$ cat src/rtl/sfpp_reconfig_st_arbiter_if.sv
`default_nettype none
// ============================================================================
// Module      : sfpp_reconfig_st_arbiter_if
// Description : Two non-backpressurable ST sources, one shared ST sink,
//               plus grant/overflow status for the reconfig arbiter.
// Revision    : 1.0 - initial release
// ============================================================================
interface sfpp_reconfig_st_arbiter_if #(
    parameter int DATA_W = 8
);
    logic              in0_valid;
    logic [DATA_W-1:0] in0_data;
    logic              in0_sop;
    logic              in0_eop;
    logic              in1_valid;
    logic [DATA_W-1:0] in1_data;
    logic              in1_sop;
    logic              in1_eop;
    logic              out_valid;
    logic [DATA_W-1:0] out_data;
    logic              out_sop;
    logic              out_eop;
    logic              out_ready;
    logic [1:0]        grant;
    logic [1:0]        ovf;
    logic [1:0]        ovf_clr;

    modport master (
        output in0_valid, in0_data, in0_sop, in0_eop,
        output in1_valid, in1_data, in1_sop, in1_eop,
        output out_ready, ovf_clr,
        input  out_valid, out_data, out_sop, out_eop, grant, ovf
    );

    modport slave (
        input  in0_valid, in0_data, in0_sop, in0_eop,
        input  in1_valid, in1_data, in1_sop, in1_eop,
        input  out_ready, ovf_clr,
        output out_valid, out_data, out_sop, out_eop, grant, ovf
    );
endinterface
`default_nettype wire

$ cat src/rtl/sfpp_reconfig_st_arbiter.sv
`default_nettype none
// ============================================================================
// Module      : sfpp_reconfig_st_arbiter
// Description : Two FWFT input FIFOs feeding a packet-locked round-robin
//               arbiter onto one Avalon-ST reconfig sink; drops are flagged.
// Revision    : 1.0 - initial release
// ============================================================================
module sfpp_reconfig_st_arbiter #(
    parameter int DATA_W     = 8,
    parameter int FIFO_DEPTH = 4
) (
    input  wire logic clk,
    input  wire logic reset,
    sfpp_reconfig_st_arbiter_if.slave st
);
    localparam int c_PTR_W = $clog2(FIFO_DEPTH);
    localparam int c_CNT_W = c_PTR_W + 1;
    localparam int c_ENT_W = DATA_W + 2;

    typedef enum logic [1:0] {
        S_IDLE = 2'd0,
        S_G0   = 2'd1,
        S_G1   = 2'd2
    } state_t;

    state_t r_state;
    logic   r_last_grant;
    logic [1:0] r_grant;
    logic [1:0] r_ovf;

    logic [1:0] w_in_valid;
    logic [1:0][c_ENT_W-1:0] w_in_ent;
    logic [1:0] w_push;
    logic [1:0] w_pop;
    logic [1:0] w_drop;
    logic [1:0] w_nempty;
    logic [1:0] w_full;
    logic [1:0] w_head_sop;
    logic [1:0] w_head_eop;
    logic [1:0][DATA_W-1:0] w_head_data;
    logic [1:0] w_cand;
    logic       w_out_valid;
    logic       w_sel;

    assign w_in_valid  = {st.in1_valid, st.in0_valid};
    assign w_in_ent[0] = {st.in0_sop, st.in0_eop, st.in0_data};
    assign w_in_ent[1] = {st.in1_sop, st.in1_eop, st.in1_data};

    for (genvar i = 0; i < 2; i++) begin : g_fifo
        logic [c_ENT_W-1:0] r_mem [FIFO_DEPTH];
        logic [c_PTR_W-1:0] r_wptr;
        logic [c_PTR_W-1:0] r_rptr;
        logic [c_CNT_W-1:0] r_count;
        logic [c_ENT_W-1:0] w_head;

        assign w_head         = r_mem[r_rptr];
        assign w_nempty[i]    = (r_count != '0);
        assign w_full[i]      = (r_count == c_CNT_W'(FIFO_DEPTH));
        // A full FIFO still accepts a beat when its head leaves in the same cycle
        assign w_push[i]      = w_in_valid[i] & (~w_full[i] | w_pop[i]);
        assign w_drop[i]      = w_in_valid[i] & w_full[i] & ~w_pop[i];
        assign w_head_sop[i]  = w_head[c_ENT_W-1];
        assign w_head_eop[i]  = w_head[c_ENT_W-2];
        assign w_head_data[i] = w_head[DATA_W-1:0];

        always_ff @(posedge clk) begin
            if (reset) begin
                r_wptr  <= '0;
                r_rptr  <= '0;
                r_count <= '0;
            end else begin
                if (w_push[i]) begin
                    r_mem[r_wptr] <= w_in_ent[i];
                    r_wptr        <= r_wptr + c_PTR_W'(1);
                end
                if (w_pop[i]) begin
                    r_rptr <= r_rptr + c_PTR_W'(1);
                end
                if (w_push[i] != w_pop[i]) begin
                    r_count <= w_push[i] ? r_count + c_CNT_W'(1) : r_count - c_CNT_W'(1);
                end
            end
        end
    end

    // In IDLE any head without sop is an orphan and is discarded
    always_comb begin
        w_pop = 2'b00;
        case (r_state)
            S_IDLE:  w_pop    = w_nempty & ~w_head_sop;
            S_G0:    w_pop[0] = w_nempty[0] & st.out_ready;
            S_G1:    w_pop[1] = w_nempty[1] & st.out_ready;
            default: w_pop    = 2'b00;
        endcase
    end

    assign w_cand = w_nempty & w_head_sop;

    always_ff @(posedge clk) begin
        if (reset) begin
            r_state      <= S_IDLE;
            r_last_grant <= 1'b1;
            r_grant      <= 2'b00;
        end else begin
            case (r_state)
                S_IDLE: begin
                    if (w_cand[0] && (!w_cand[1] || r_last_grant)) begin
                        r_state      <= S_G0;
                        r_last_grant <= 1'b0;
                        r_grant      <= 2'b01;
                    end else if (w_cand[1]) begin
                        r_state      <= S_G1;
                        r_last_grant <= 1'b1;
                        r_grant      <= 2'b10;
                    end
                end
                S_G0: begin
                    if (w_pop[0] && w_head_eop[0]) begin
                        r_state <= S_IDLE;
                        r_grant <= 2'b00;
                    end
                end
                S_G1: begin
                    if (w_pop[1] && w_head_eop[1]) begin
                        r_state <= S_IDLE;
                        r_grant <= 2'b00;
                    end
                end
                default: begin
                    r_state <= S_IDLE;
                    r_grant <= 2'b00;
                end
            endcase
        end
    end

    // A drop in the same cycle as a clear keeps the flag set
    always_ff @(posedge clk) begin
        if (reset) begin
            r_ovf <= 2'b00;
        end else begin
            r_ovf <= w_drop | (r_ovf & ~st.ovf_clr);
        end
    end

    assign w_sel       = (r_state == S_G1);
    assign w_out_valid = ((r_state == S_G0) & w_nempty[0]) |
                         ((r_state == S_G1) & w_nempty[1]);

    assign st.out_valid = w_out_valid;
    assign st.out_data  = w_out_valid ? w_head_data[w_sel] : '0;
    assign st.out_sop   = w_out_valid & w_head_sop[w_sel];
    assign st.out_eop   = w_out_valid & w_head_eop[w_sel];
    assign st.grant     = r_grant;
    assign st.ovf       = r_ovf;

endmodule
`default_nettype wire

$ cat src/flat_wrapper.sv
// flat-port wrapper written by rule: the top's interface ports become plain ports
module sfpp_reconfig_st_arbiter_flat 
#(
    parameter int DATA_W     = 8,
    parameter int FIFO_DEPTH = 4
)
  (clk, reset, st_in0_valid, st_in0_data, st_in0_sop, st_in0_eop, st_in1_valid, st_in1_data, st_in1_sop, st_in1_eop, st_out_ready, st_ovf_clr, st_out_valid, st_out_data, st_out_sop, st_out_eop, st_grant, st_ovf);
  sfpp_reconfig_st_arbiter_if #(.DATA_W(DATA_W)) st_i ();
  input  wire logic clk;
  input  wire logic reset;
  input wire logic [$bits(st_i.in0_valid)-1:0] st_in0_valid;
  input wire logic [$bits(st_i.in0_data)-1:0] st_in0_data;
  input wire logic [$bits(st_i.in0_sop)-1:0] st_in0_sop;
  input wire logic [$bits(st_i.in0_eop)-1:0] st_in0_eop;
  input wire logic [$bits(st_i.in1_valid)-1:0] st_in1_valid;
  input wire logic [$bits(st_i.in1_data)-1:0] st_in1_data;
  input wire logic [$bits(st_i.in1_sop)-1:0] st_in1_sop;
  input wire logic [$bits(st_i.in1_eop)-1:0] st_in1_eop;
  input wire logic [$bits(st_i.out_ready)-1:0] st_out_ready;
  input wire logic [$bits(st_i.ovf_clr)-1:0] st_ovf_clr;
  output wire logic [$bits(st_i.out_valid)-1:0] st_out_valid;
  output wire logic [$bits(st_i.out_data)-1:0] st_out_data;
  output wire logic [$bits(st_i.out_sop)-1:0] st_out_sop;
  output wire logic [$bits(st_i.out_eop)-1:0] st_out_eop;
  output wire logic [$bits(st_i.grant)-1:0] st_grant;
  output wire logic [$bits(st_i.ovf)-1:0] st_ovf;
  assign st_i.in0_valid = st_in0_valid;
  assign st_i.in0_data = st_in0_data;
  assign st_i.in0_sop = st_in0_sop;
  assign st_i.in0_eop = st_in0_eop;
  assign st_i.in1_valid = st_in1_valid;
  assign st_i.in1_data = st_in1_data;
  assign st_i.in1_sop = st_in1_sop;
  assign st_i.in1_eop = st_in1_eop;
  assign st_i.out_ready = st_out_ready;
  assign st_i.ovf_clr = st_ovf_clr;
  assign st_out_valid = st_i.out_valid;
  assign st_out_data = st_i.out_data;
  assign st_out_sop = st_i.out_sop;
  assign st_out_eop = st_i.out_eop;
  assign st_grant = st_i.grant;
  assign st_ovf = st_i.ovf;
  sfpp_reconfig_st_arbiter #(.DATA_W(DATA_W), .FIFO_DEPTH(FIFO_DEPTH)) u_core (.clk(clk), .reset(reset), .st(st_i));
endmodule
$ cat config.mk
export PLATFORM = sky130hd
export DESIGN_NAME = sfpp_reconfig_st_arbiter_flat
export DESIGN_NICKNAME = d
export VERILOG_FILES = /design/src/rtl/sfpp_reconfig_st_arbiter_if.sv /design/src/rtl/sfpp_reconfig_st_arbiter.sv /design/src/flat_wrapper.sv
export SDC_FILE = /design/constraint.sdc
export NUM_CORES = 1
export LEC_CHECK = 0
export ABC_AREA = 1
export BUFFER_PORTS_ARGS = -buffer_cell sky130_fd_sc_hd__buf_2
export CAP_MARGIN = 20
export CORE_ASPECT_RATIO = 1.2
export CORE_MARGIN = 2
export CORE_UTILIZATION = 46
export DETAILED_ROUTE_END_ITERATION = 10
export HOLD_SLACK_MARGIN = 0.02
export MAX_ROUTING_LAYER = met4
export PLACE_DENSITY = 0.66
export SLEW_MARGIN = 20
export SYNTH_ARGS = -nofsm -noshare
export SYNTH_HDL_FRONTEND = slang
export SYNTH_SLANG_ARGS = --single-unit
$ cat constraint.sdc
create_clock -name clk -period 2 [get_ports clk]
set_input_delay 0.3 -clock clk [delete_from_list [all_inputs] [get_ports clk]]
set_output_delay 0.3 -clock clk [all_outputs]
set_load 0.05 [all_outputs]
==> results.txt, run 1 <==
* Status: finished clean
- Summing the sequential cell areas from Yosys gives 63.0% of the chip area.
- CTS saw 103 sinks.
* Share of synthesized area spent on multiplexers: 0%
- Type of the most critical hold path: in -> reg
* Cell class contributing the biggest share of worst-path delay: buffers and inverters
- The synthesized design spends more area on one cell type than any other, namely sky130_fd_sc_hd__edfxtp_1.
- Post-place setup slack: 53.2 ps
- Synthesis produced 424 cells.
* Maximum clock skew at final layout: 6.99 ps
* Wire length per cell: 14.5 um
- WHS: 166 ps
- By area the synthesized netlist is led by sky130_fd_sc_hd__edfxtp_1 (53%), sky130_fd_sc_hd__dfxtp_1 (10%), sky130_fd_sc_hd__nand2_1 (8.3%).
- The first TritonRoute pass finished after 4 iterations.
- In this run the number of cells on the critical path is 7.
- During placement, the flow inserted port buffers numbering 41.
- Type of the setup path with the least slack: reg -> out
- Simple-gate area share of the yosys netlist: 23.1%
- The floorplan step defined a die boundary enclosing 10700 um^2.
- STA puts the critical path data arrival time at 1660 ps.
- At the end of routability-driven placement, the weighted congestion stood at 0.865.
- The worst setup path is launched from a flip-flop.
- Of the cells placed in the final design, the portion with a size suffix greater than 1 is 33.3%.
- The tool flagged a number of max-cap violations equal to 0.
- CTS Buf Count: 9
- Clock input transition at the sequential cells of the worst setup and hold paths: 70 ps
- Instance area at placement: 5100 um^2
- CTS tree: done
- Max-slew violation count: 0
- For the pin with the worst max-slew slack, the measured transition is 327 ps.
- Derived from the worst setup path, the maximum achievable clock frequency is 510 MHz.
- Number of diodes: 0
- Overall die width: 94.7 um
* Grt total ovfl: 0
- Compared with the post-synthesis result, the final layout area differs by 24.5%.
- The detail route stage leaves a number of antenna-violating nets equal to 0.
- Max-slew headroom at the worst pin: 78.2%
- Routed Wire Length: 9.02 mm
- The worst path in the final design needs a cycle of 1960 ps, including I/O delays and setup.
- Entering global routing, the biggest net connects 19 pins.
- Counting cells, the worst reg-to-reg path comes to 10.
- Flip-flop and latch count after synthesis: 103
* Via count: 3152
- Global-route wire length before repair: 14.7 mm
- No sink is reached through more buffers than the 2 on the longest clock path.
- I/O pin count: 42
* Detailed router's first-iteration violation count: 186
* Count of synthesis-stage warnings from yosys: 0
- Post-synth net total: 461
* Maximum fanout count along the critical path: 11
* Final WS setup: 37.8 ps
- Cell variety after synth: 27
* Number of instances on the worst hold path: 1
- Post-detail-place hpwl: 6.33 mm
* Cell with the most instances on the worst path: sky130_fd_sc_hd__buf_4
* Pleak: 2.18 nW
- The worst setup path is captured at an output pin.
- The final layout contains 531 nets.
- Area share of the leading cell type in the synthesized netlist: 52.9%
- Measured along the y axis, the die boundary spans 113 um.
* Count of final setup violators: 0
- The synthesized netlist devotes 3.09% of its cell area to adder and majority cells.
- Unrepaired setup endpoints after global routing: true
* Critical path buffer and inverter count: 4
- Per-cell via count in the routed design: 5.07
* Number of hold violations in the final report: 0
- The tree is rooted in a sky130_fd_sc_hd__clkbuf_16.
- Global routing consumed, over all layers together, 18.6% of the routing resources.
- Cell area after technology mapping: 4540 um^2
- The initial utilization of the core area, before any placement, comes to 47.5%.
* Fillcell total: 810
- Residual DRC: 0
* Maximum vdd ir drop: 629 uV
* Final std cell area, no fill: 5650 um^2
* Clock latency on the worst-skew pair: 340 ps
- By area, the combinational part of the netlist is dominated by simple AND/OR/NAND/NOR gates.
* Total power per unit cell area: 1380 nW/um^2
* Synth Area per Inst: 10.7 um^2
* Worst-path cell chain: inv_2 -> nor2_4 -> clkinvlp_4 -> buf_4 -> a21oi_2 -> nor3_4 -> buf_4
* Initial antenna violation count: 0
- The synthesized netlist devotes 5.81% of its cell area to compound gates.
* Final period utilization: 98.1%
* Delay contributed by the slowest stage of the critical path: 350 ps
* Req. time, crit path: 1700 ps
- The region available for standard cell placement spans 9560 um^2.
- The via count of the first global-routing pass came to 3119.
- Level count of the clock H-tree: 3
- Xor/xnor cell area share of the yosys netlist: 0%
* Slowest library cell on the worst path: sky130_fd_sc_hd__dfxtp_2
* Floorplan row count: 39
[cells in the final DEF (no fill, tap or decap), drive strengths merged]
cell      instances
a211o             1
a21oi            34
a31oi             1
buf              72
clkbuf            9
clkinv            4
clkinvlp          1
dfxtp            23
edfxtp           80
fa                2
ha                8
inv              40
nand2           118
nand3            54
nand4             4
nor2             25
nor3              8
o211ai            1
o21ai            13
o22ai             1
[final cells by class]
| class | count | area, um^2 | share of cell area [%] |
|---|---|---|---|
| flip-flops and latches | 103 | 2880 | 50.9 |
| multi-input cells | 270 | 1670 | 29.5 |
| repair buffers | 72 | 519 | 9.19 |
| clock buffers | 9 | 225 | 3.98 |
| inverters | 38 | 156 | 2.77 |
| well taps | 123 | 154 | 2.72 |
| clock inverters | 7 | 53.8 | 0.952 |
[synth_stat cells]
cell type and instances:
sky130_fd_sc_hd__buf_2 2, sky130_fd_sc_hd__ha_1 8, sky130_fd_sc_hd__buf_4 2, sky130_fd_sc_hd__dfxtp_1 23, sky130_fd_sc_hd__nor2_1 25, sky130_fd_sc_hd__clkbuf_1 6, sky130_fd_sc_hd__nand4_1 2, sky130_fd_sc_hd__a21oi_1 34
sky130_fd_sc_hd__o21ai_0 13, sky130_fd_sc_hd__buf_6 3, sky130_fd_sc_hd__nand3_2 6, sky130_fd_sc_hd__clkinv_1 1, sky130_fd_sc_hd__edfxtp_1 80, sky130_fd_sc_hd__nand2_2 6, sky130_fd_sc_hd__nor3_1 8, sky130_fd_sc_hd__o22ai_1 1
sky130_fd_sc_hd__o211ai_1 1, sky130_fd_sc_hd__inv_1 32, sky130_fd_sc_hd__nand3_4 3, sky130_fd_sc_hd__inv_2 5, sky130_fd_sc_hd__nand2_4 11, sky130_fd_sc_hd__a211o_1 1, sky130_fd_sc_hd__nand2_1 101, sky130_fd_sc_hd__fa_1 2
sky130_fd_sc_hd__nand4_2 2, sky130_fd_sc_hd__nand3_1 45, sky130_fd_sc_hd__a31oi_1 1
[layer usage]
layer,vias to the layer above,routed length (um),global-route usage (%)
met5,-,0,-
met4,0,171,7.54
met3,14,306,2.73
met2,55,4870,31.6
met1,1502,3680,22.3
li1,1581,-,-
[worst register-to-register path: cells and delay by family (launching register included)]
| kind | cells | cell delay [ps] |
|---|---|---|
| buffers and inverters | 5 | 630 |
| flip-flops | 1 | 350 |
| AND/OR/NAND/NOR | 5 | 630 |
[logic make-up (layout without fill, tap and decap cells)]
group                      Yosys count  in the layout
DFF                                103            103
and+or+nand+nor                    209            209
AOI/OAI and AO/OA                   51             51
buffers and inverters               51            126
adders and majority gates           10             10
[registers in the layout, indices dropped and copies added (netlist names), named ones only]
register,count
u_core.g_fifo.r_wptr,4
u_core.g_fifo.r_count,6
u_core.r_state,2
u_core.g_fifo.r_mem,80
u_core.r_last_grant,1
u_core.g_fifo.r_rptr,4
u_core.st.ovf,2
[per-stage QoR]
step / util, % / setup TNS (ps) / instances / power [mW]
after global placement: 53.3 / 0 / 597 / 5.65
after floorplan: - / -286 / 424 / 5.03
after CTS: 57.7 / -221 / 616 / 7.55
final: 59.1 / 0 / 622 / 7.79
after global routing: 59.1 / -143 / 622 / 8.25
after detailed placement: 53.3 / 0 / 597 / 5.72
[power by group]
group | total, mW | switching (mW) | internal [mW] | leakage [nW]
Sequential | 2.78 | 0.190 | 2.59 | 0.918
Combinational | 3.39 | 2.20 | 1.18 | 1.12
Clock | 1.62 | 0.764 | 0.857 | 0.137
Total | 7.79 | 3.16 | 4.63 | 2.18
[final timing paths]
| kind | start | end | slack [ps] |
|---|---|---|---|
| setup / recovery | u_core.r_state[1] | st_out_data[6] | 40 |
| hold / removal | st_in1_data[6] | u_core.g_fifo[1].r_mem[0][6] | 170 |
| setup reg to reg | u_core.r_state[1] | u_core.g_fifo[1].r_mem[3][5] | 80 |
| hold reg to reg | u_core.g_fifo[0].r_rptr[1] | flip-flop | 460 |
[timing repair]
action                                  4_1_cts  5_1_grt
resized for setup                            36       33
hold buffers                                  0        0
buffers inserted                              3        7
pin swaps                                     1        6
endpoints found under the setup margin       10       12
Power figures use the tool's default switching activity.
==> inputs of run 2 (changes only) <==
--- a/config.mk
+++ b/config.mk
@@ -5,7 +5,6 @@
 export SDC_FILE = /design/constraint.sdc
 export NUM_CORES = 1
 export LEC_CHECK = 0
-export ABC_AREA = 1
 export BUFFER_PORTS_ARGS = -buffer_cell sky130_fd_sc_hd__buf_2
 export CAP_MARGIN = 20
 export CORE_ASPECT_RATIO = 1.2
==> run 2 against run 1 <==
Against the previous run:
- the run now ends with setup timing left
- largest cell class unchanged
- count of clock-buffer cells in the layout up 1
- synthesized cell count down 30%
- maximum frequency down 12%
- synthesized area is 0.19% lower
- setup slack got worse by 260 ps
- sequential share of layout area down 2.1 points
==> results.txt, run 2 <==
- The flow ran to the end, but the final reports show violations.
* Violations in the final reports: setup timing
- Dominant cell by count in the synthesized netlist: sky130_fd_sc_hd__edfxtp_1
- Req. time, crit path: 2230 ps
* Clock input transition at the sequential cells of the worst setup and hold paths: 70 ps
- Highest achievable clock rate: 449 MHz
* Worst Setup Start Kind: flip-flop
* Compound-cell area share of the yosys netlist: 4.94%
- The floorplan step defined a core boundary enclosing 9560 um^2.
- Primary flip-flop cell chosen by synthesis mapping: sky130_fd_sc_hd__edfxtp_1
- Overall die width: 94.6 um
* Cell count after synthesis: 298
- Cell area after technology mapping: 4530 um^2
- Once layout is complete, the cells apart from fillers number 524.
- Clock latency on the worst-skew pair, taken at its later pin, is 340 ps.
- The slowest stage of the critical path belongs to the cell sky130_fd_sc_hd__edfxtp_1.
* Residual DRC: 0
* CTS tree: done
- Most frequent cells after synthesis: sky130_fd_sc_hd__edfxtp_1 (80), sky130_fd_sc_hd__nand2_1 (27), sky130_fd_sc_hd__dfxtp_1 (23)
- The tool flagged a number of max-cap violations equal to 0.
* Die Ht: 113 um
- Type of the setup path with the least slack: reg -> reg
* Count of synthesis-stage warnings from yosys: 0
- The synthesized netlist devotes 1.16% of its cell area to XOR and XNOR gates.
- Global-route wire length before repair: 13.6 mm
- Synth Area per Inst: 15.2 um^2
- Number of buffers inserted by hold repair at cts: 0
- In the final layout, the share of cells above drive strength 1 is 49.6%.
- After detailed routing, the number of vias per cell comes to 5.11.
- In the global route stage, overall resource usage came out at 17.6%.
- Simple-gate area share of the yosys netlist: 11.7%
* Initial antenna violation count: 0
- After synthesis, flip-flops and latches occupy 63.2% of the total area.
- I/O pin count: 42
* Flip-flop count of the largest register after layout: 80
* Total design power: 7.48 mW
* Max-slew headroom at the worst pin: 53.1%
- Summed over all cells, the static leakage comes to 2.20 nW.
- The worst path in the final design needs a cycle of 2230 ps, including I/O delays and setup.
- CTS placed an instance of sky130_fd_sc_hd__clkbuf_16 at the clock tree root.
* Worst EP arrival: 2460 ps
* Die Area: 10700 um^2
- Once detailed placement completed, the half-perimeter wirelength came to 5.84 mm.
* Maximum clock skew at final layout: 9.94 ps
- After synthesis, the share of flip-flops with an asynchronous set or reset is 0%.
- By area, the combinational part of the netlist is dominated by multiplexers.
- In this run the deepest clock path goes through 2 buffers.
- Once the floorplan was initialized, standard cells occupied 47.4% of the core.
* Dominant cells by area after synthesis: sky130_fd_sc_hd__edfxtp_1 (53%), sky130_fd_sc_hd__dfxtp_1 (10%), sky130_fd_sc_hd__mux4_1 (5.2%)
- Number of enable-type register cells in the synthesized netlist: 80
- The number of hold violations in the final report is 0.
* Count of final setup violators: 54
- Max-slew violation count: 0
- After global routing the overflow that remains totals 0.
- Input and output buffers added on the ports amount to 41.
* Level count of the clock H-tree: 3
- Most used cells in the layout excluding fill and tap cells: sky130_fd_sc_hd__edfxtp_1 (80), sky130_fd_sc_hd__buf_4 (37), sky130_fd_sc_hd__buf_2 (30), sky130_fd_sc_hd__buf_6 (29), sky130_fd_sc_hd__nor2_1 (20)
* Type of the most critical hold path: in -> reg
- Post-place setup slack: -247 ps
- Maximum vdd ir drop: 719 uV
- Relative to the synthesized area, the layout overhead comes to 30.4%.
- The synthesized design spends more area on one cell type than any other, namely sky130_fd_sc_hd__edfxtp_1.
- Total power per unit cell area: 1270 nW/um^2
* Clock sink count: 103
- Entering global routing, the biggest net connects 29 pins.
* Number of diodes: 0
* DRT antenna net count: 0
- After detailed placement, the design holds a cell count of 495.
- After Yosys synthesis, full adders, half adders and majority gates account for 3.09% of the synthesized area.
- The routed design has 8.52 mm of wire.
* Wire length per cell: 16.3 um
- GP Congestion: 0.825
- Cell variety after synth: 49
- Most common cell after layout, fill and taps aside: sky130_fd_sc_hd__edfxtp_1
- The register with the most flip-flops in the final layout is u_core.g_fifo.r_mem.
* Final standard cell utilization of the core: 61.8%
* Flip-flop and latch count after synthesis: 103
- Maximum fanout count along the critical path: 2
- Setup slack on the critical path of the routed design comes to -227 ps.
- The largest registers in the layout are u_core.g_fifo.r_mem x80, u_core.g_fifo.r_count x6.
- First drt pass iteration count: 5
- Share of synthesized area spent on multiplexers: 13.6%
- Worst-path cell chain: mux2_4 -> a22oi_4 -> nand2_4 -> a21oi_4 -> inv_2 -> fa_2 -> and3_4 -> mux2i_1 -> mux2_2
- Setup repair after global routing could not meet its margin everywhere.
* WHS: 173 ps
- CTS Buf Count: 9
- The routed layout has 2676 vias.
* Critical path capture point type: flip-flop
- Nets: 434
- Of the available clock period, the critical path in the final layout requires 111%.
- Number of global-route vias before repair: 2783
- Row generation in the floorplan step produced 39 rows.
* Area share of the leading cell type in the synthesized netlist: 53.0%
- Detailed router's first-iteration violation count: 97
* Worst-margin pin slew: 703 ps
- Post-synth net total: 335
* Delay contributed by the slowest stage of the critical path: 390 ps
## run 2: changes by cell type after synthesis, moves of 10 or more
| cell | delta |
|---|---|
| sky130_fd_sc_hd__nand2_1 | -74 |
| sky130_fd_sc_hd__inv_1 | -22 |
| sky130_fd_sc_hd__a21oi_1 | -20 |
| sky130_fd_sc_hd__o21ai_0 | -13 |
| sky130_fd_sc_hd__nand3_1 | -39 |
| sky130_fd_sc_hd__mux4_2 | +10 |
## run 2: cell families (layout without fill, tap and decap cells)
family | after synthesis | in the layout
adder cells (fa/ha/maj) | 10 | 10
multiplexers | 33 | 33
flip-flops | 103 | 103
AO/OA/AOI/OAI | 28 | 28
XOR/XNOR | 6 | 6
AND/OR/NAND/NOR | 94 | 94
buffers and inverters | 24 | 127
## run 2: routing by layer
| metal | global-route usage [%] | vias up | wire length (um) |
|---|---|---|---|
| met3 | 4.79 | 4 | 295 |
| met5 | - | - | 0 |
| li1 | - | 1309 | - |
| met4 | 4.93 | 0 | 63 |
| met2 | 28.2 | 37 | 4300 |
| met1 | 22.1 | 1326 | 3860 |
## run 2: layout make-up
class | count | area, um^2
fill | 758 | 3650
sequential | 103 | 2880
multi-input combinational | 171 | 1710
timing repair buffer | 100 | 832
clock buffer | 10 | 229
tap | 123 | 154
clock inverter | 5 | 58.8
inverter | 12 | 47.5
## run 2: per-stage QoR
step                TNS [ps]  cell area [um^2]
floorplan             -10920              4600
global placement        -424              5240
detailed placement      -819              5240
CTS                    -1130              5740
global route           -8270              5910
finish                 -3640              5910
## run 2: where the power goes
group / internal [mW] / switching, mW
sequential: 2.57 / 0.153
combinational: 1.51 / 1.58
clock: 0.963 / 0.714
## run 2: repair_timing
| item | 4_1_cts | 5_1_grt |
|---|---|---|
| cloned | 2 | 2 |
| setup endpoints to repair | 59 | 94 |
| buffers inserted | 7 | 3 |
| pin swaps | 23 | 7 |
| resized for setup | 60 | 35 |
## run 2: path summary, 6_finish.rpt
check / start / endpoint / slack [ps] / depth (start not counted)
setup / recovery: u_core.g_fifo[1].r_mem[1][9] / u_core.g_fifo[1].r_count[2] / -230 / 9
hold / removal: st_in0_data[0] / u_core.g_fifo[0].r_mem[3][0] / 170 / 1
setup reg to reg: u_core.g_fifo[1].r_mem[1][9] / u_core.g_fifo[1].r_count[2] / -230 / 9
hold reg to reg: u_core.st.ovf[0] / u_core.st.ovf[0] / 470 / 2
## run 2: critical path: cells and delay by family (launching register included)
| family | cells | cell delay, ps |
|---|---|---|
| flip-flops | 1 | 390 |
| buffers and inverters | 1 | 60 |
| AND/OR/NAND/NOR | 2 | 220 |
| adder cells (fa/ha/maj) | 1 | 330 |
| AO/OA/AOI/OAI | 2 | 330 |
| multiplexers | 3 | 780 |
